<file path="src/rtl/vec_add_ctrl_if.sv">
// Command and memory-port bundle for the 4x16-bit lane adder sequencer.
// The master side is the command issuer together with the vector SRAMs.
// The slave side is the sequencer itself.
interface vec_add_ctrl_if #(
    parameter int ADDR_W = 8,
    parameter int LEN_W  = 8
);
    logic              start;
    logic [LEN_W-1:0]  len;
    logic [ADDR_W-1:0] a_base;
    logic [ADDR_W-1:0] b_base;
    logic [ADDR_W-1:0] y_base;
    logic              busy;
    logic              done;

    logic              a_rd_en;
    logic [ADDR_W-1:0] a_rd_addr;
    logic [63:0]       a_rd_data;
    logic              b_rd_en;
    logic [ADDR_W-1:0] b_rd_addr;
    logic [63:0]       b_rd_data;

    logic              y_wr_en;
    logic [ADDR_W-1:0] y_wr_addr;
    logic [63:0]       y_wr_data;

    modport master (
        output start, len, a_base, b_base, y_base,
        output a_rd_data, b_rd_data,
        input  busy, done,
        input  a_rd_en, a_rd_addr, b_rd_en, b_rd_addr,
        input  y_wr_en, y_wr_addr, y_wr_data
    );

    modport slave (
        input  start, len, a_base, b_base, y_base,
        input  a_rd_data, b_rd_data,
        output busy, done,
        output a_rd_en, a_rd_addr, b_rd_en, b_rd_addr,
        output y_wr_en, y_wr_addr, y_wr_data
    );
endinterface

</file>
<file path="src/rtl/vec_add_ctrl.sv">
// Sequencer for the packed 4x16-bit lane adder.
// A command streams len word pairs from A and B, adds them lane by lane, and
// writes the sums to Y. Reads issue one per cycle. Each write lands two cycles
// after its read, so after the pipeline fills the block moves one word per cycle.
module vec_add_ctrl #(
    parameter int ADDR_W = 8,
    parameter int LEN_W  = 8
) (
    input  logic          clk,
    input  logic          rst,
    vec_add_ctrl_if.slave bus
);

    typedef enum logic [1:0] {
        IDLE,
        RUN,
        DRAIN,
        DONE
    } state_t;

    state_t            state;

    // Command fields captured when a start is accepted
    logic [LEN_W-1:0]  len_q;
    logic [ADDR_W-1:0] a_base_q;
    logic [ADDR_W-1:0] b_base_q;
    logic [ADDR_W-1:0] y_base_q;

    // Read-side sequencing
    logic [LEN_W-1:0]  rd_idx;
    logic [LEN_W-1:0]  rd_idx_nxt;
    logic              last_rd;
    logic              rd_en_q;
    logic [ADDR_W-1:0] a_addr_q;
    logic [ADDR_W-1:0] b_addr_q;

    // Status outputs
    logic              busy_q;
    logic              done_q;

    // Datapath pipeline
    logic              rd_vld;
    logic [LEN_W-1:0]  wr_idx;
    logic              wr_en_q;
    logic [ADDR_W-1:0] wr_addr_q;
    logic [63:0]       wr_data_q;
    logic [63:0]       lane_sum;

    assign rd_idx_nxt = rd_idx + LEN_W'(1);
    assign last_rd    = (rd_idx == (len_q - LEN_W'(1)));

    // Control FSM: accepts commands, issues reads, waits for the pipeline to drain, then pulses done
    always_ff @(posedge clk) begin
        if (rst) begin
            state    <= IDLE;
            len_q    <= '0;
            a_base_q <= '0;
            b_base_q <= '0;
            y_base_q <= '0;
            rd_idx   <= '0;
            rd_en_q  <= 1'b0;
            a_addr_q <= '0;
            b_addr_q <= '0;
            busy_q   <= 1'b0;
            done_q   <= 1'b0;
        end else begin
            case (state)
                IDLE: begin
                    if (bus.start) begin
                        len_q    <= bus.len;
                        a_base_q <= bus.a_base;
                        b_base_q <= bus.b_base;
                        y_base_q <= bus.y_base;
                        busy_q   <= 1'b1;
                        if (bus.len != '0) begin
                            state    <= RUN;
                            rd_idx   <= '0;
                            rd_en_q  <= 1'b1;
                            a_addr_q <= bus.a_base;
                            b_addr_q <= bus.b_base;
                        end else begin
                            state  <= DONE;
                            done_q <= 1'b1;
                        end
                    end
                end
                RUN: begin
                    if (last_rd) begin
                        state    <= DRAIN;
                        rd_en_q  <= 1'b0;
                        a_addr_q <= '0;
                        b_addr_q <= '0;
                    end else begin
                        rd_idx   <= rd_idx_nxt;
                        a_addr_q <= a_base_q + ADDR_W'(rd_idx_nxt);
                        b_addr_q <= b_base_q + ADDR_W'(rd_idx_nxt);
                    end
                end
                DRAIN: begin
                    if (!rd_vld) begin
                        state  <= DONE;
                        done_q <= 1'b1;
                    end
                end
                DONE: begin
                    state  <= IDLE;
                    done_q <= 1'b0;
                    busy_q <= 1'b0;
                end
                default: begin
                    state <= IDLE;
                end
            endcase
        end
    end

    // Lane-wise add of the returning read data; each 16-bit lane wraps on its own
    always_comb begin
        lane_sum = '0;
        for (int l = 0; l < 4; l++) begin
            lane_sum[16*l +: 16] = bus.a_rd_data[16*l +: 16] + bus.b_rd_data[16*l +: 16];
        end
    end

    // Write stage: registers the sum and the Y address one cycle after read data returns
    always_ff @(posedge clk) begin
        if (rst) begin
            rd_vld    <= 1'b0;
            wr_idx    <= '0;
            wr_en_q   <= 1'b0;
            wr_addr_q <= '0;
            wr_data_q <= '0;
        end else begin
            rd_vld  <= rd_en_q;
            wr_en_q <= rd_vld;
            if (rd_vld) begin
                wr_addr_q <= y_base_q + ADDR_W'(wr_idx);
                wr_data_q <= lane_sum;
                wr_idx    <= wr_idx + LEN_W'(1);
            end else begin
                wr_addr_q <= '0;
                wr_data_q <= '0;
                wr_idx    <= '0;
            end
        end
    end

    assign bus.busy      = busy_q;
    assign bus.done      = done_q;
    assign bus.a_rd_en   = rd_en_q;
    assign bus.b_rd_en   = rd_en_q;
    assign bus.a_rd_addr = a_addr_q;
    assign bus.b_rd_addr = b_addr_q;
    assign bus.y_wr_en   = wr_en_q;
    assign bus.y_wr_addr = wr_addr_q;
    assign bus.y_wr_data = wr_data_q;

endmodule

</file>
<file path="src/flat_wrapper.sv">
// flat-port wrapper written by rule: the top's interface ports become plain ports
module vec_add_ctrl_flat 
#(
    parameter int ADDR_W = 8,
    parameter int LEN_W  = 8
)
  (clk, rst, bus_start, bus_len, bus_a_base, bus_b_base, bus_y_base, bus_a_rd_data, bus_b_rd_data, bus_busy, bus_done, bus_a_rd_en, bus_a_rd_addr, bus_b_rd_en, bus_b_rd_addr, bus_y_wr_en, bus_y_wr_addr, bus_y_wr_data);
  vec_add_ctrl_if #(.ADDR_W(ADDR_W), .LEN_W(LEN_W)) bus_i ();
  input  logic clk;
  input  logic rst;
  input wire logic [$bits(bus_i.start)-1:0] bus_start;
  input wire logic [$bits(bus_i.len)-1:0] bus_len;
  input wire logic [$bits(bus_i.a_base)-1:0] bus_a_base;
  input wire logic [$bits(bus_i.b_base)-1:0] bus_b_base;
  input wire logic [$bits(bus_i.y_base)-1:0] bus_y_base;
  input wire logic [$bits(bus_i.a_rd_data)-1:0] bus_a_rd_data;
  input wire logic [$bits(bus_i.b_rd_data)-1:0] bus_b_rd_data;
  output wire logic [$bits(bus_i.busy)-1:0] bus_busy;
  output wire logic [$bits(bus_i.done)-1:0] bus_done;
  output wire logic [$bits(bus_i.a_rd_en)-1:0] bus_a_rd_en;
  output wire logic [$bits(bus_i.a_rd_addr)-1:0] bus_a_rd_addr;
  output wire logic [$bits(bus_i.b_rd_en)-1:0] bus_b_rd_en;
  output wire logic [$bits(bus_i.b_rd_addr)-1:0] bus_b_rd_addr;
  output wire logic [$bits(bus_i.y_wr_en)-1:0] bus_y_wr_en;
  output wire logic [$bits(bus_i.y_wr_addr)-1:0] bus_y_wr_addr;
  output wire logic [$bits(bus_i.y_wr_data)-1:0] bus_y_wr_data;
  assign bus_i.start = bus_start;
  assign bus_i.len = bus_len;
  assign bus_i.a_base = bus_a_base;
  assign bus_i.b_base = bus_b_base;
  assign bus_i.y_base = bus_y_base;
  assign bus_i.a_rd_data = bus_a_rd_data;
  assign bus_i.b_rd_data = bus_b_rd_data;
  assign bus_busy = bus_i.busy;
  assign bus_done = bus_i.done;
  assign bus_a_rd_en = bus_i.a_rd_en;
  assign bus_a_rd_addr = bus_i.a_rd_addr;
  assign bus_b_rd_en = bus_i.b_rd_en;
  assign bus_b_rd_addr = bus_i.b_rd_addr;
  assign bus_y_wr_en = bus_i.y_wr_en;
  assign bus_y_wr_addr = bus_i.y_wr_addr;
  assign bus_y_wr_data = bus_i.y_wr_data;
  vec_add_ctrl #(.ADDR_W(ADDR_W), .LEN_W(LEN_W)) u_core (.clk(clk), .rst(rst), .bus(bus_i));
endmodule
</file>
<file path="config.mk">
export PLATFORM = sky130hd
export DESIGN_NAME = vec_add_ctrl_flat
export DESIGN_NICKNAME = d
export VERILOG_FILES = /design/src/rtl/vec_add_ctrl_if.sv /design/src/rtl/vec_add_ctrl.sv /design/src/flat_wrapper.sv
export SDC_FILE = /design/constraint.sdc
export NUM_CORES = 1
export LEC_CHECK = 0
export ABC_CLOCK_PERIOD_IN_PS = 3000
export BUFFER_PORTS_ARGS = -buffer_cell sky130_fd_sc_hd__buf_2
export CORE_MARGIN = 2
export CORE_UTILIZATION = 35
export CTS_CLUSTER_SIZE = 24
export DETAILED_ROUTE_END_ITERATION = 6
export HOLD_SLACK_MARGIN = 0.1
export MAX_ROUTING_LAYER = met4
export PLACE_DENSITY = 0.62
export SLEW_MARGIN = 25
export SYNTH_ARGS = -nofsm -noshare
export SYNTH_HDL_FRONTEND = slang
export SYNTH_SLANG_ARGS = --single-unit
</file>
<file path="constraint.sdc">
create_clock -name clk -period 3 [get_ports clk]
set_input_delay 0.15 -clock clk [delete_from_list [all_inputs] [get_ports clk]]
set_output_delay 0.15 -clock clk [all_outputs]
set_load 0.005 [all_outputs]
</file>
==> Yosys cells after proc, flatten, opt, wreduce, memory -nomap -nowiden <==
Index checks and enable logic that the tools add are counted.
{ "op_classes": {"n_mux": 27, "n_eq_ne": 10, "reduce_logical": 13, "addsub": 10, "n_bitwise": 1} }
{ "ops": {"columns": ["op", "count"], "rows": [
  ["8-bit 2-to-1 mux", 9],
  ["16-bit adder", 4],
  ["8-bit case mux with 2 select lines", 3],
  ["8-bit adder", 3],
  ["8-bit by 1-bit adder with 8-bit output, second input constant", 2],
  ["4-bit AND reduction", 3],
  ["8-bit equality test", 1],
  ["2-bit 2-to-1 mux", 4],
  ["2-bit != test, second input constant", 4],
  ["2-bit case mux with 4 select lines", 1],
  ["8-bit nonzero test", 1],
  ["8-bit by 1-bit subtractor with 8-bit output, second input constant", 1],
  ["1-bit 2-to-1 mux", 7],
  ["3-bit AND reduction", 2],
  ["2-bit equality test, second input constant", 2],
  ["2-bit by 1-bit != test with 1-bit output, second input constant", 2],
  ["1-bit case mux with 2 select lines", 2],
  ["2-bit AND reduction", 2],
  ["2-bit nonzero test", 2],
  ["1-bit case mux with 3 select lines", 1],
  ["3-bit nonzero test", 1],
  ["2-bit by 1-bit equality test with 1-bit output, second input constant", 1],
  ["2-bit logical NOT", 1],
  ["2-bit OR reduction", 1],
  ["1-bit inverter", 1]
]} }
{ "word_totals": {"output_inout_bits": 93, "ff_bits": 143, "elab_cells": 77} }

==> Depth between registers and ports, before layout <==
Gate-level depths: netlist (run 1).
{ "depth": {"depth_word": 4, "mapped_depth": 11} }

==> Least setup slack after synthesis (run 1) <==
Ideal clock, no wire load.
{ "synth_timing": {"path_type": "register to register", "from": "register u_core.len_q[0]", "to": "register u_core.rd_idx[0]", "path_slack_ns": 0.765, "arrival_ns": 2.114, "path_stages_with_launch": 9, "required_time_ns": 2.879, "path_buffers": 1, "setup_time_ns": 0.121, "cell_sequence": "dfxtp_1 -> or4_1 -> or3_1 -> and3b_1 -> o21ai_2 -> a21o_1 -> buf_6 -> a221oi_4 -> mux2_2"} }
{ "synth_between": {"elab_chain_cells": 4} }
{ "synth_rtl": {"columns": ["item", "line_no", "rtl"], "rows": [
  ["from (decl)", "vec_add_ctrl.sv:24", "logic [LEN_W-1:0] len_q;"],
  ["from (signal assigned)", "vec_add_ctrl.sv:70", "len_q <= bus.len;"],
  ["8-bit by 1-bit subtractor with 8-bit output", "vec_add_ctrl.sv:50", "assign last_rd = (rd_idx == (len_q - LEN_W'(1)));"],
  ["8-bit equality test", "vec_add_ctrl.sv:50", null],
  ["2-bit != test (no line)", null, null],
  ["4-bit AND reduction (no line)", null, null],
  ["to (signal assigned)", "vec_add_ctrl.sv:94", "rd_idx <= rd_idx_nxt;"],
  ["to (decl)", "vec_add_ctrl.sv:30", "logic [LEN_W-1:0] rd_idx;"]
]} }
No other way between the ends.
A chain may end at the register's enable or synchronous reset.

==> Final worst setup path (run 1) <==
{ "layout_timing": {"from": "register u_core.rd_idx[0]", "to": "register u_core.a_addr_q[7] (netlist: u_core.bus.a_rd_addr[7])"} }
{ "layout_between": {"elab_chain_cells": 4} }
{ "layout_rtl": {"columns": ["item", "line_no", "rtl"], "rows": [
  ["8-bit by 1-bit adder with 8-bit output", "vec_add_ctrl.sv:49", "assign rd_idx_nxt = rd_idx + LEN_W'(1);"],
  ["8-bit adder", "vec_add_ctrl.sv:95", "a_addr_q <= a_base_q + ADDR_W'(rd_idx_nxt);"],
  ["8-bit 2-to-1 mux (*)", "vec_add_ctrl.sv:88", "if (last_rd) begin"],
  ["8-bit case mux with 2 select lines (*)", "vec_add_ctrl.sv:67", "case (state)"],
  ["to (signal assigned)", "vec_add_ctrl.sv:79", "a_addr_q <= bus.a_base;"],
  ["to (signal assigned)", "vec_add_ctrl.sv:95", null],
  ["to (decl)", "vec_add_ctrl.sv:34", "logic [ADDR_W-1:0] a_addr_q;"]
]} }
Mark *: on every way between the ends. The rest lies on a longest branch, timed or not.

==> out/metrics.yaml, run 1 <==
sta:
  rsz0062_at_grt: "no"
  slew-limit-headroom_pct: 52.71
  period_needed_ns: 2.566
  drv_slew: 0
  finalHoldViolCount: 0
  tightest_slew_ns: 0.7094
  fmax_mhz: 389.7
  clock_skew_ns: 0.009651
  finalSetupViolations: 0
  final.setup.tns_ns: 0
  fin_crit_sh_pct: 85.53
global_route:
  gr-usage-met1_pct: 24.07
  grt_pass1_vias: 7780
  overflow: 0
  antenna_found_initial: 4
  met3_usage_pct: 4.728
  busiest_layer: "met2"
  grt_pass1_wl_um: 39110
  grt_max_degree: 33
  track_usage_pct: 19.63
  met2_usage_pct: 31.34
worst_setup_path:
  worstReg2RegStart: "u_core.rd_idx[0]$_SDFFE_PP0P_"
  ff2ff_setup_slack_ns: 0.43
  worstSetupPathType: "reg -> reg"
  path_delay_family: "compound AO/OA/AOI/OAI gates"
  cp-end-kind: "flip-flop"
  slowest_delay_ns: 0.45
  cp_slowest_cell: "dfxtp_1"
  crit_arrival_ns: 2.87
  required_ns: 3.30
  cp_cell_sequence: "ha_1, nand2b_1, nand2_1, ha_1, o21ai_0, nor2_1, o21a_1, o21ai_0, a21oi_1, xnor2_1, o22ai_1"
  rr_worst_depth: 11
  crit_buf_inv: 0
  r2r_end: "u_core.bus.a_rd_addr[7]$_SDFFE_PP0P_"
  crit_fanout: 5
  start_kind: "flip-flop"
synth:
  avgSynthCellArea_sq_um: 8.387
  synth_top_area_cell: "dfxtp_1"
  synthArstFlopShare_pct: 0
  synthesis.area_sq_um: 8387
  ys_seq_elements: 143
  yosysSeqAreaShare_pct: 34.13
  syn_inst: 1000
  synth_area_leaders: "dfxtp_1 (34%), ha_1 (13%), a21oi_1 (5.8%)"
  synth_top_cell_area_share_pct: 34.13
  synth_ff_type: "dfxtp_1"
  synth-warning-count: 0
  synth_nets: 1258
  yosysUniqueCellTypes: 57
  synth-edff-count: 0
clocking:
  cts_tree: "yes"
  cts_root_buf: "clkbuf_16"
  cts_buffer_depth: 2
  cts_buffers: 17
  cts.sinks: 143
  htreeDepth: 4
  worst_skew_pair.late_latency_ns: 0.43
  cts_resized: 0
  postCtsSetupBuffers: 0
  clk_pin_slew_worst_paths_ns: 0.07
die:
  num_rows: 56
  die_area_sq_um: 25220
  die_h_um: 158.8
  io_pins: 256
  start_util_pct: 35.73
  core_sq_um: 23470
  die_x_um: 158.8
hold_path:
  worstHoldEndpoint: "u_core.bus.y_wr_data[63]$_SDFF_PP0_"
  hold_depth: 4
  hold_path.class: "in -> reg"
  worstHoldStart: "bus_b_rd_data[63]"
outcome:
  violations: "DRC"
  status: "finished, violations left"
pwr:
  ir_drop_uv: 304.1
  p_leak_nw: 5.122
  cellPowerDensity_nw_per_um2: 613.3
  power.total_mw: 6.811
placed_design:
  hpwl_um: 18400
  place.gp.congestion: 0.8939
  portBuffers: 255
drt:
  ant_nets: 0
  avgRoutedWirePerCell_um: 14.79
  vias_per_cell: 4.924
  wirelength_um: 24190
  vias: 8050
  drt_pass1_iterations: 7
  drt-initial-drc-count: 298
  route.detailed.drc: 4
layout:
  layout-drive-gt1-share_pct: 24.24
  synthToLayoutAreaGrowth_pct: 32.40
  fin_nets: 1557
run:
  maxCapViolations: 0
-- tightest hold or removal path, cell delays in order --
cell     delay, ns
buf_2         0.08
xor2_1        0.10
xnor2_1       0.14
nor2_1        0.04
-- per-stage QoR --
step / utilization [%] / hold WS [ns] / std cells / area (sq um) / worst slack, ns
final: 47.31 / 0.1281 / 1635 / 11100 / 0.4341
after CTS: 47.27 / 0.1049 / 1631 / 11090 / 0.4287
after detailed placement: 42.69 / 0.4042 / 1553 / 10020 / 0.4360
after floorplan: - / 0.2860 / 1000 / 8387 / 0.7650
after global placement: 42.69 / 0.3990 / 1553 / 10020 / 0.4758
after global routing: 47.31 / 0.1291 / 1635 / 11100 / 0.2606
-- routing by layer --
layer | routed length (um) | part of all wire, %
met4 | 571 | 2.4
met2 | 11350 | 47
met5 | 0 | 0
met3 | 1385 | 5.7
met1 | 10880 | 45
-- registers in the layout (all words and copies together), names as in the netlist --
name,cells
u_core.bus.y_wr_data,64
u_core.a_base_q,8
u_core.b_base_q,8
u_core.bus.a_rd_addr,8
u_core.bus.b_rd_addr,8
u_core.bus.y_wr_addr,8
u_core.len_q,8
u_core.rd_idx,8
u_core.wr_idx,8
u_core.y_base_q,8
u_core.state,2
u_core.bus.a_rd_en,1
u_core.bus.busy,1
u_core.bus.done,1
u_core.bus.y_wr_en,1
u_core.rd_vld,1
-- timing repair --
item                       4_1_cts  5_1_grt
hold endpoints to repair        46        0
setup endpoints to repair        0        0
hold buffers                    46        0
-- synthesized netlist by cell type (all sizes together), types with 5 or more instances --
cell type    n
a21oi       98
o21ai       59
and2        11
fa           7
o21bai       6
o21a         7
o2111ai      5
clkbuf      30
nand3       25
nand2b      16
dfxtp      143
nor2       106
inv         44
nand4        5
xnor2       43
and3        14
nor2b       12
a211oi      29
or3          8
nor3        24
o211ai       6
a21boi       7
xor2        29
a21o        15
nand2      101
ha          88
nor3b        6
-- placed cells by master (no fill, tap or decap), types with 6 or more instances in the layout --
cell           netlist  final
o21bai_1             6      6
a211oi_1            21     21
nand2_1            101    101
a211oi_2             8      8
ha_1                88     88
inv_1               44     44
or3_1                8      8
nor3_1              24     24
a21oi_1             97     97
o21a_1               7      7
nor3b_1              6      6
buf_4                1     13
nor2_1             106    106
o211ai_1             6      6
fa_1                 7      7
and2_1              11     11
a21o_1              15     15
dlygate4sd3_1        0     46
and3_1              14     14
nor2b_1             12     12
a21boi_0             7      7
nand3_1             25     25
dfxtp_1            143    143
xnor2_1             43     43
xor2_1              29     29
buf_2                1    255
clkbuf_16            0     17
o21ai_0             57     57
nand2b_1            16     15
-- layout make-up --
cell class | instances | area [sq um]
Fill cell | 2310 | 12370
Multi-Input combinational cell | 778 | 5216
Sequential cell | 143 | 2863
Timing Repair Buffer | 314 | 1834
Clock buffer | 18 | 429.2
Tap cell | 319 | 399.1
Clock inverter | 14 | 183.9
Inverter | 45 | 168.9
Antenna cell | 4 | 10.01
-- power by group --
| part | switching, mW | leakage (nW) | internal (mW) |
|---|---|---|---|
| sequential | 0.148 | 1.16 | 2.15 |
| combinational | 1.31 | 3.67 | 0.959 |
| clock | 0.921 | 0.291 | 1.33 |
-- kinds of logic after synthesis --
kind of cell / share of synthesized area (%)
XOR/XNOR: 7.519
AO/OA/AOI/OAI: 20.48
adder cells (fa/ha/maj): 14.80
flip-flops: 34.13
buffers and inverters: 3.774
multiplexers: 0.4923
AND/OR/NAND/NOR: 18.80
-- worst max-delay path by stage --
stage                             startpoint                                   end  cells past startpoint
2_1_floorplan   u_core.len_q[0]$_SDFFE_PP0P_         u_core.rd_idx[0]$_SDFFE_PP0P_                      8
3_3_place_gp    u_core.len_q[0]$_SDFFE_PP0P_  u_core.bus.a_rd_addr[3]$_SDFFE_PP0P_                      8
4_1_cts         u_core.len_q[0]$_SDFFE_PP0P_  u_core.bus.b_rd_addr[3]$_SDFFE_PP0P_                      8
5_1_grt        u_core.rd_idx[2]$_SDFFE_PP0P_  u_core.bus.a_rd_addr[7]$_SDFFE_PP0P_                     10
6_report       u_core.rd_idx[0]$_SDFFE_PP0P_  u_core.bus.a_rd_addr[7]$_SDFFE_PP0P_                     11
3_5_place_dp    u_core.len_q[0]$_SDFFE_PP0P_  u_core.bus.b_rd_addr[3]$_SDFFE_PP0P_                      8
(Power assumes the default switching activity.)
==> inputs of run 2 (changes only) <==
--- a/config.mk
+++ b/config.mk
@@ -5,6 +5,7 @@
 export SDC_FILE = /design/constraint.sdc
 export NUM_CORES = 1
 export LEC_CHECK = 0
+export ABC_AREA = 1
 export ABC_CLOCK_PERIOD_IN_PS = 3000
 export BUFFER_PORTS_ARGS = -buffer_cell sky130_fd_sc_hd__buf_2
 export CORE_MARGIN = 2
==> run 2 against run 1 <==
The run now ends clean. Via count is 11% higher. Power fell by 1.5%. Synthesized area is 3.0% higher. Clock skew increased by 0.0056 ns. Critical path depth is 1 higher. Critical path type unchanged. Largest cell class unchanged. Largest power group unchanged.
==> out/metrics.yaml, run 2 <==
drt:
  vias: 8903  # was 8050
  avgRoutedWirePerCell_um: 14.10  # was 14.79 um
  drt_pass1_iterations: 5  # was 7
  route.detailed.drc: 0  # was 4
  ant_nets: 0  # unchanged
  wirelength_um: 25820  # was 24190 um
  drt-initial-drc-count: 508  # was 298
  vias_per_cell: 4.862  # was 4.924
pwr:
  p_leak_nw: 5.603  # was 5.122 nW
  cellPowerDensity_nw_per_um2: 599.6  # was 613.3 nW/um^2
  ir_drop_uv: 312.9  # was 304.1 uV
clocking:
  worst_skew_pair.late_latency_ns: 0.42  # was 0.43 ns
  cts_root_buf: "clkbuf_16"  # unchanged
  cts_tree: "yes"  # unchanged
  htreeDepth: 4  # unchanged
  cts_resized: 0  # unchanged
  cts_buffers: 17  # unchanged
  clk_pin_slew_worst_paths_ns: 0.06  # was 0.07 ns
  cts.sinks: 143  # unchanged
  cts_buffer_depth: 2  # unchanged
die:
  die_x_um: 161.1  # was 158.8 um
  die_area_sq_um: 25950  # was 25220 sq um
  num_rows: 57  # was 56
  start_util_pct: 35.61  # was 35.73%
  io_pins: 256  # unchanged
  die_h_um: 161.1  # was 158.8 um
  core_sq_um: 24250  # was 23470 sq um
synth:
  yosysUniqueCellTypes: 41  # was 57
  synth-warning-count: 0  # unchanged
  synth-edff-count: 0  # unchanged
  syn_inst: 1202  # was 1000
  synth_top_cell_area_share_pct: 33.15  # was 34.13%
  synth_ff_type: "dfxtp_1"  # unchanged
  yosysSeqAreaShare_pct: 33.15  # was 34.13%
  muxShareOfSynthArea_pct: 0  # was 0.4923%
  synth_most_common_cell: "nand2_1"  # was dfxtp_1
  synth_nets: 1460  # was 1258
  synthesis.area_sq_um: 8636  # was 8387 sq um
  synth_top_family_by_area: "simple AND/OR/NAND/NOR gates"  # was compound AO/OA/AOI/OAI gates
  synth_fa_ha_area_share_pct: 14.37  # was 14.80%
  synth-simple-area-share_pct: 22.11  # was 18.80%
  ys_top_cells_by_count: "nand2_1 (186), a21oi_1 (172), nor2_1 (154)"  # was dfxtp_1 (143), nor2_1 (106), nand2_1 (101)
  avgSynthCellArea_sq_um: 7.185  # was 8.387 sq um
  synth-compound-area-share_pct: 19.66  # was 20.48%
  synth_area_leaders: "dfxtp_1 (33%), ha_1 (13%), a21oi_1 (10%)"  # was dfxtp_1 (34%), ha_1 (13%), a21oi_1 (5.8%)
  synthArstFlopShare_pct: 0  # unchanged
  synth_top_area_cell: "dfxtp_1"  # unchanged
  ys_seq_elements: 143  # unchanged
  yosys.area_share.xor_xnor_pct: 3.245  # was 7.519%
layout:
  fill_cells: 2505  # was 2310
  final_cell_count_no_fill: 1831  # was 1635
  fin_nets: 1752  # was 1557
  mostFrequentLayoutCell: "buf_2"  # unchanged
  synthToLayoutAreaGrowth_pct: 29.54  # was 32.40%
  layout-drive-gt1-share_pct: 20.37  # was 24.24%
  n_antenna_cell: 0  # was 4
  final_cell_mix: "buf_2 (255), nand2_1 (186), a21oi_1 (172), nor2_1 (154), dfxtp_1 (143)"  # was buf_2 (255), dfxtp_1 (143), nor2_1 (106), nand2_1 (101), a21oi_1 (97)
  largest_reg_flops: 64  # unchanged
placed_design:
  portBuffers: 255  # unchanged
  placed_cells: 1756  # was 1553
  place.gp.congestion: 0.8929  # was 0.8939
  hpwl_um: 20030  # was 18400 um
global_route:
  grt_pass1_wl_um: 41230  # was 39110 um
  grt_max_degree: 53  # was 33
  antenna_found_initial: 0  # was 4
  grt_pass1_vias: 8468  # was 7780
  track_usage_pct: 20.24  # was 19.63%
  overflow: 0  # unchanged
worst_setup_path:
  start_kind: "flip-flop"  # unchanged
  crit_arrival_ns: 2.68  # was 2.87 ns
  worstSetupPathType: "reg -> reg"  # unchanged
  required_ns: 3.36  # was 3.30 ns
  cp_cell_sequence: "inv_1, nor2_1, nand2_1, xnor2_1, ha_1, nand2_1, inv_1, nand4_1, o211ai_1, xor2_1, nand3_1, a21oi_1"  # was ha_1, nand2b_1, nand2_1, ha_1, o21ai_0, nor2_1, o21a_1, o21ai_0, a21oi_1, xnor2_1, o22ai_1
  cp-end-kind: "flip-flop"  # unchanged
  cp_slowest_cell: "dfxtp_1"  # unchanged
  setup.worst_path.start: "u_core.rd_idx[0]$_SDFFE_PP0P_"  # unchanged
  path_delay_family: "simple AND/OR/NAND/NOR gates"  # was compound AO/OA/AOI/OAI gates
  worstReg2RegStart: "u_core.rd_idx[0]$_SDFFE_PP0P_"  # unchanged
  crit_fanout: 5  # unchanged
  path_depth: 12  # was 11
  slowest_delay_ns: 0.39  # was 0.45 ns
  crit_buf_inv: 2  # was 0
  rr_worst_depth: 12  # was 11
hold_path:
  hold_path.class: "in -> reg"  # unchanged
  hold_depth: 4  # unchanged
  worstHoldStart: "bus_b_rd_data[31]"  # was bus_b_rd_data[63]
sta:
  rsz0062_at_grt: "no"  # unchanged
  period_needed_ns: 2.330  # was 2.566 ns
  tightest_slew_ns: 0.5153  # was 0.7094 ns
  fmax_mhz: 429.2  # was 389.7 MHz
  clock_skew_ns: 0.01525  # was 0.009651 ns
  fin_crit_sh_pct: 77.66  # was 85.53%
  final.setup.tns_ns: 0  # unchanged
  drv_slew: 0  # unchanged
  finalHoldViolCount: 0  # unchanged
  finalSetupViolations: 0  # unchanged
  slew-limit-headroom_pct: 65.65  # was 52.71%
outcome:
  status: "finished, final reports clean"  # was finished, violations left
run:
  maxCapViolations: 0  # unchanged
## run 2: logic make-up (layout without fill, tap and decap cells)
| family | count (synthesis) | after routing |
|---|---|---|
| AND/OR/NAND/NOR | 451 | 451 |
| AO/OA/AOI/OAI | 318 | 318 |
| buffers and inverters | 163 | 468 |
| flip-flops | 143 | 143 |
| adder cells (fa/ha/maj) | 95 | 95 |
| XOR/XNOR | 32 | 32 |
## run 2: worst paths after layout
kind                            slack, ns                                    to
worst max-delay path                 0.67  u_core.bus.a_rd_addr[6]$_SDFFE_PP0P_
worst min-delay path                 0.11   u_core.bus.y_wr_data[31]$_SDFF_PP0_
worst max register to register       0.67  u_core.bus.a_rd_addr[6]$_SDFFE_PP0P_
worst min register to register       0.46              u_core.rd_vld$_SDFF_PP0_
## run 2: layer usage
metal,up-vias,global-route usage (%),part of all wire [%]
li1,4614,-,-
met1,4021,24.32,45
met2,241,35.43,49
met3,27,2.773,4.5
met4,0,5.804,1.7
met5,-,-,0
## run 2: final cells by class
type | instances | area (sq um) | area share (%)
clock buffers | 19 | 432.9 | 3.870
repair buffers | 305 | 1759 | 15.73
multi-input cells | 896 | 5129 | 45.84
well taps | 324 | 405.4 | 3.624
inverters | 131 | 491.7 | 4.395
flip-flops and latches | 143 | 2863 | 25.59
clock inverters | 13 | 106.4 | 0.9507
## run 2: worst register-to-register path, delay by kind of cell (launching register included)
| kind | cells | cell delay, ns |
|---|---|---|
| simple gates | 5 | 0.62 |
| compound gates | 2 | 0.25 |
| fa+ha+maj | 1 | 0.35 |
| buf+inv | 2 | 0.18 |
| flops | 1 | 0.39 |
| xor+xnor | 2 | 0.48 |
## run 2: repair_timing
action,4_1_cts,5_1_grt
setup buffers,0,0
hold buffers,43,0
hold endpoints to repair,64,0
## run 2: through the flow
| step | setup slack (ns) | hold WS (ns) | total power, mW | area (sq um) | util (%) |
|---|---|---|---|---|---|
| floorplan | 1.051 | 0.3167 | 3.958 | 8636 | - |
| global placement | 0.7786 | 0.4163 | 4.707 | 10220 | 42.14 |
| detailed placement | 0.7173 | 0.4122 | 4.721 | 10220 | 42.14 |
| CTS | 0.6804 | 0.1042 | 6.765 | 11190 | 46.14 |
| global route | 0.4369 | 0.1309 | 7.211 | 11190 | 46.14 |
| finish | 0.6702 | 0.1135 | 6.708 | 11190 | 46.14 |
## run 2: power breakdown
group          switching (mW)  internal [mW]  total [mW]
Clock                   0.902           1.07        1.97
Combinational            1.41          0.901        2.31
Sequential              0.206           2.22        2.42
Total                    2.52           4.19        6.71
==> inputs of run 3 (changes only) <==
--- a/config.mk
+++ b/config.mk
@@ -6,7 +6,7 @@
 export NUM_CORES = 1
 export LEC_CHECK = 0
 export ABC_AREA = 1
-export ABC_CLOCK_PERIOD_IN_PS = 3000
+export ABC_CLOCK_PERIOD_IN_PS = 2090
 export BUFFER_PORTS_ARGS = -buffer_cell sky130_fd_sc_hd__buf_2
 export CORE_MARGIN = 2
 export CORE_UTILIZATION = 35
@@ -14,7 +14,7 @@
 export DETAILED_ROUTE_END_ITERATION = 6
 export HOLD_SLACK_MARGIN = 0.1
 export MAX_ROUTING_LAYER = met4
-export PLACE_DENSITY = 0.62
+export PLACE_DENSITY = 0.64
 export SLEW_MARGIN = 25
 export SYNTH_ARGS = -nofsm -noshare
 export SYNTH_HDL_FRONTEND = slang
==> constraint.sdc (replaced) <==
create_clock -name clk -period 2.09 [get_ports clk]
set_input_delay 0.1045 -clock clk [delete_from_list [all_inputs] [get_ports clk]]
set_output_delay 0.1045 -clock clk [all_outputs]
set_load 0.005 [all_outputs]
==> run 3 against run 2 <==
Register-to-register slack lost 0.67 ns. Global-route usage grew 0.066 points. Die area is the same. First-iteration DRC count grew 18%. Sequential cell count is the same. Combinational power increased by 57%. Final area increased by 6.9%. Clock power rose by 50%. Routed wire length up 3.9%. Maximum frequency is 12% higher. Clock skew barely moved. Sequential power is 44% higher. Largest power group is now combinational logic. Highest routed layer unchanged.
==> out/metrics.yaml, run 3 (same netlist as run 2, synthesis figures left out) <==
pwr:
  switching_share_pct: 37.12  # was 37.55%
  power.share.sequential_pct: 34.6  # was 36.1%
  pwr-share-clk_pct: 29.4  # about the same
  comb_power_share_pct: 36.0  # was 34.5%
  cellPowerDensity_nw_per_um2: 840.7  # was 599.6 nW/um^2
  power.switching_mw: 3.734  # was 2.519 mW
  p_leak_nw: 5.915  # was 5.603 nW
  p_int_mw: 6.324  # was 4.189 mW
  ir_drop_uv: 481.5  # was 312.9 uV
sta:
  slew-limit-headroom_pct: 71.25  # was 65.65%
  finalHoldViolCount: 0  # unchanged
  tightest_slew_ns: 0.4259  # was 0.5153 ns
  drv_slew: 0  # unchanged
  finalSetupViolations: 0  # unchanged
  period_needed_ns: 2.089  # was 2.330 ns
  clock_skew_ns: 0.01564  # was 0.01525 ns
  setup_ws_ns: 0.001094  # was 0.6702 ns
  rsz0062_at_grt: "yes"  # was no
  fin_crit_sh_pct: 99.95  # was 77.66%
  final.setup.tns_ns: 0  # unchanged
  fmax_mhz: 478.7  # was 429.2 MHz
worst_setup_path:
  crit_arrival_ns: 2.45  # was 2.68 ns
  start_kind: "flip-flop"  # unchanged
  cp_slowest_cell: "dfxtp_2"  # was dfxtp_1
  cp-end-kind: "flip-flop"  # unchanged
  cp_cell_sequence: "nand2_1, nor2_4, xor2_1, buf_4, ha_1, a21o_1, nand3_1, nand2_1, nor2_2, xnor2_1, nand3_1, a21oi_1"  # was inv_1, nor2_1, nand2_1, xnor2_1, ha_1, nand2_1, inv_1, nand4_1, o211ai_1, xor2_1, nand3_1, a21oi_1
  worstSetupPathType: "reg -> reg"  # unchanged
  crit_fanout: 5  # unchanged
  required_ns: 2.45  # was 3.36 ns
  ff2ff_setup_slack_ns: 0.001  # was 0.67 ns
  slowest_delay_ns: 0.36  # was 0.39 ns
layout:
  final_area_sq_um: 11960  # was 11190 sq um
  synthToLayoutAreaGrowth_pct: 38.54  # was 29.54%
  mostFrequentLayoutCell: "buf_2"  # unchanged
  fin_nets: 1809  # was 1752
  n_antenna_cell: 0  # unchanged
  final_cell_mix: "buf_2 (255), nand2_1 (182), a21oi_1 (170), nor2_1 (149), dfxtp_1 (140)"  # was buf_2 (255), nand2_1 (186), a21oi_1 (172), nor2_1 (154), dfxtp_1 (143)
  largest_reg_flops: 64  # unchanged
  layout-drive-gt1-share_pct: 23.47  # was 20.37%
  final_cell_count_no_fill: 1888  # was 1831
placed_design:
  post-place-ws_ns: -0.03050  # was 0.7173 ns
  placed_area_sq_um: 10350  # was 10220 sq um
  placed_cells: 1772  # was 1756
  portBuffers: 255  # unchanged
  place.gp.congestion: 0.8837  # was 0.8929
  hpwl_um: 19590  # was 20030 um
drt:
  vias_per_cell: 4.887  # was 4.862
  ant_nets: 0  # unchanged
  vias: 9226  # was 8903
  drt-initial-drc-count: 597  # was 508
  avgRoutedWirePerCell_um: 14.21  # was 14.10 um
  wirelength_um: 26830  # was 25820 um
  route.detailed.drc: 0  # unchanged
  drt_pass1_iterations: 5  # unchanged
clocking:
  cts_buffer_depth: 2  # unchanged
  cts_buffers: 17  # unchanged
  cts_root_buf: "clkbuf_16"  # unchanged
  htreeDepth: 4  # unchanged
  cts_tree: "yes"  # unchanged
  clk_pin_slew_worst_paths_ns: 0.07  # was 0.06 ns
  cts.sinks: 143  # unchanged
  worst_skew_pair.late_latency_ns: 0.42  # about the same
global_route:
  track_usage_pct: 20.30  # was 20.24%
  antenna_found_initial: 0  # unchanged
  grt_pass1_wl_um: 41570  # was 41230 um
  grt_pass1_vias: 8676  # was 8468
  overflow: 0  # unchanged
  grt_max_degree: 55  # was 53
hold_path:
  hold_path.class: "in -> reg"  # unchanged
die:
  die_x_um: 161.1  # unchanged
  core_sq_um: 24250  # unchanged
  num_rows: 57  # unchanged
  io_pins: 256  # unchanged
  die_h_um: 161.1  # unchanged
  die_area_sq_um: 25950  # unchanged
  start_util_pct: 35.61  # unchanged
outcome:
  status: "finished, final reports clean"  # unchanged
run:
  maxCapViolations: 0  # unchanged
-- run 3: power by group through the flow --
stage,Sequential (mW),Combinational [mW],Clock [mW]
floorplan,3.47,2.21,0
finish,3.48,3.62,2.96
global route,3.54,4.07,3.15
global placement,3.52,3.27,0
CTS,3.46,3.47,3.02
detailed placement,3.52,3.31,0
-- run 3: per-stage QoR --
step / hold WS, ns / util (%) / power (mW)
4_1_cts: 0.1009 / 48.24 / 9.961
6_report: 0.1132 / 49.34 / 10.06
3_3_place_gp: 0.3596 / 42.68 / 6.794
5_1_grt: 0.1185 / 49.34 / 10.76
3_5_place_dp: 0.3667 / 42.68 / 6.827
2_1_floorplan: 0.2712 / - / 5.681
-- run 3: final timing paths --
kind / start / to / depth (start not counted)
setup / recovery: u_core.rd_idx[1]$_SDFFE_PP0P_ / u_core.bus.b_rd_addr[6]$_SDFFE_PP0P_ / 12
hold / removal: bus_b_rd_data[48] / u_core.bus.y_wr_data[48]$_SDFF_PP0_ / 4
setup reg to reg: u_core.rd_idx[1]$_SDFFE_PP0P_ / u_core.bus.b_rd_addr[6]$_SDFFE_PP0P_ / 12
hold reg to reg: u_core.bus.a_rd_en$_SDFFE_PP0P_ / u_core.rd_vld$_SDFF_PP0_ / 2
-- run 3: worst max-delay path: cells and delay by family, from the launching register on --
| kind | cells | cell delay (ns) |
|---|---|---|
| simple gates | 6 | 0.58 |
| compound gates | 2 | 0.33 |
| flops | 1 | 0.36 |
| buf+inv | 1 | 0.16 |
| fa+ha+maj | 1 | 0.28 |
| xor+xnor | 2 | 0.32 |
-- run 3: layout make-up --
class                   instances  area (sq um)
fillers                      2382         12280
multi-input cells             897          5340
flip-flops and latches        143          2869
repair buffers                360          2283
inverters                     131         495.5
clock buffers                  19         432.9
well taps                     324         405.4
clock inverters                13         130.1
repair inverters                1         7.507
-- run 3: per-layer routing --
metal | wire (um) | vias to the layer above | track usage, %
met3 | 1644 | 51 | 3.621
met4 | 701 | 0 | 7.346
met5 | 0 | - | -
li1 | - | 4726 | -
met1 | 11770 | 4150 | 24.24
met2 | 12710 | 299 | 34.37
-- run 3: timing repair --
| item | CTS | global route |
|---|---|---|
| endpoints found under the hold margin | 83 | 0 |
| pin swaps | 0 | 17 |
| hold buffers | 76 | 0 |
| gates cloned | 0 | 2 |
| setup endpoints to repair | 5 | 32 |
| setup buffers | 0 | 6 |
| gates resized for setup | 5 | 47 |
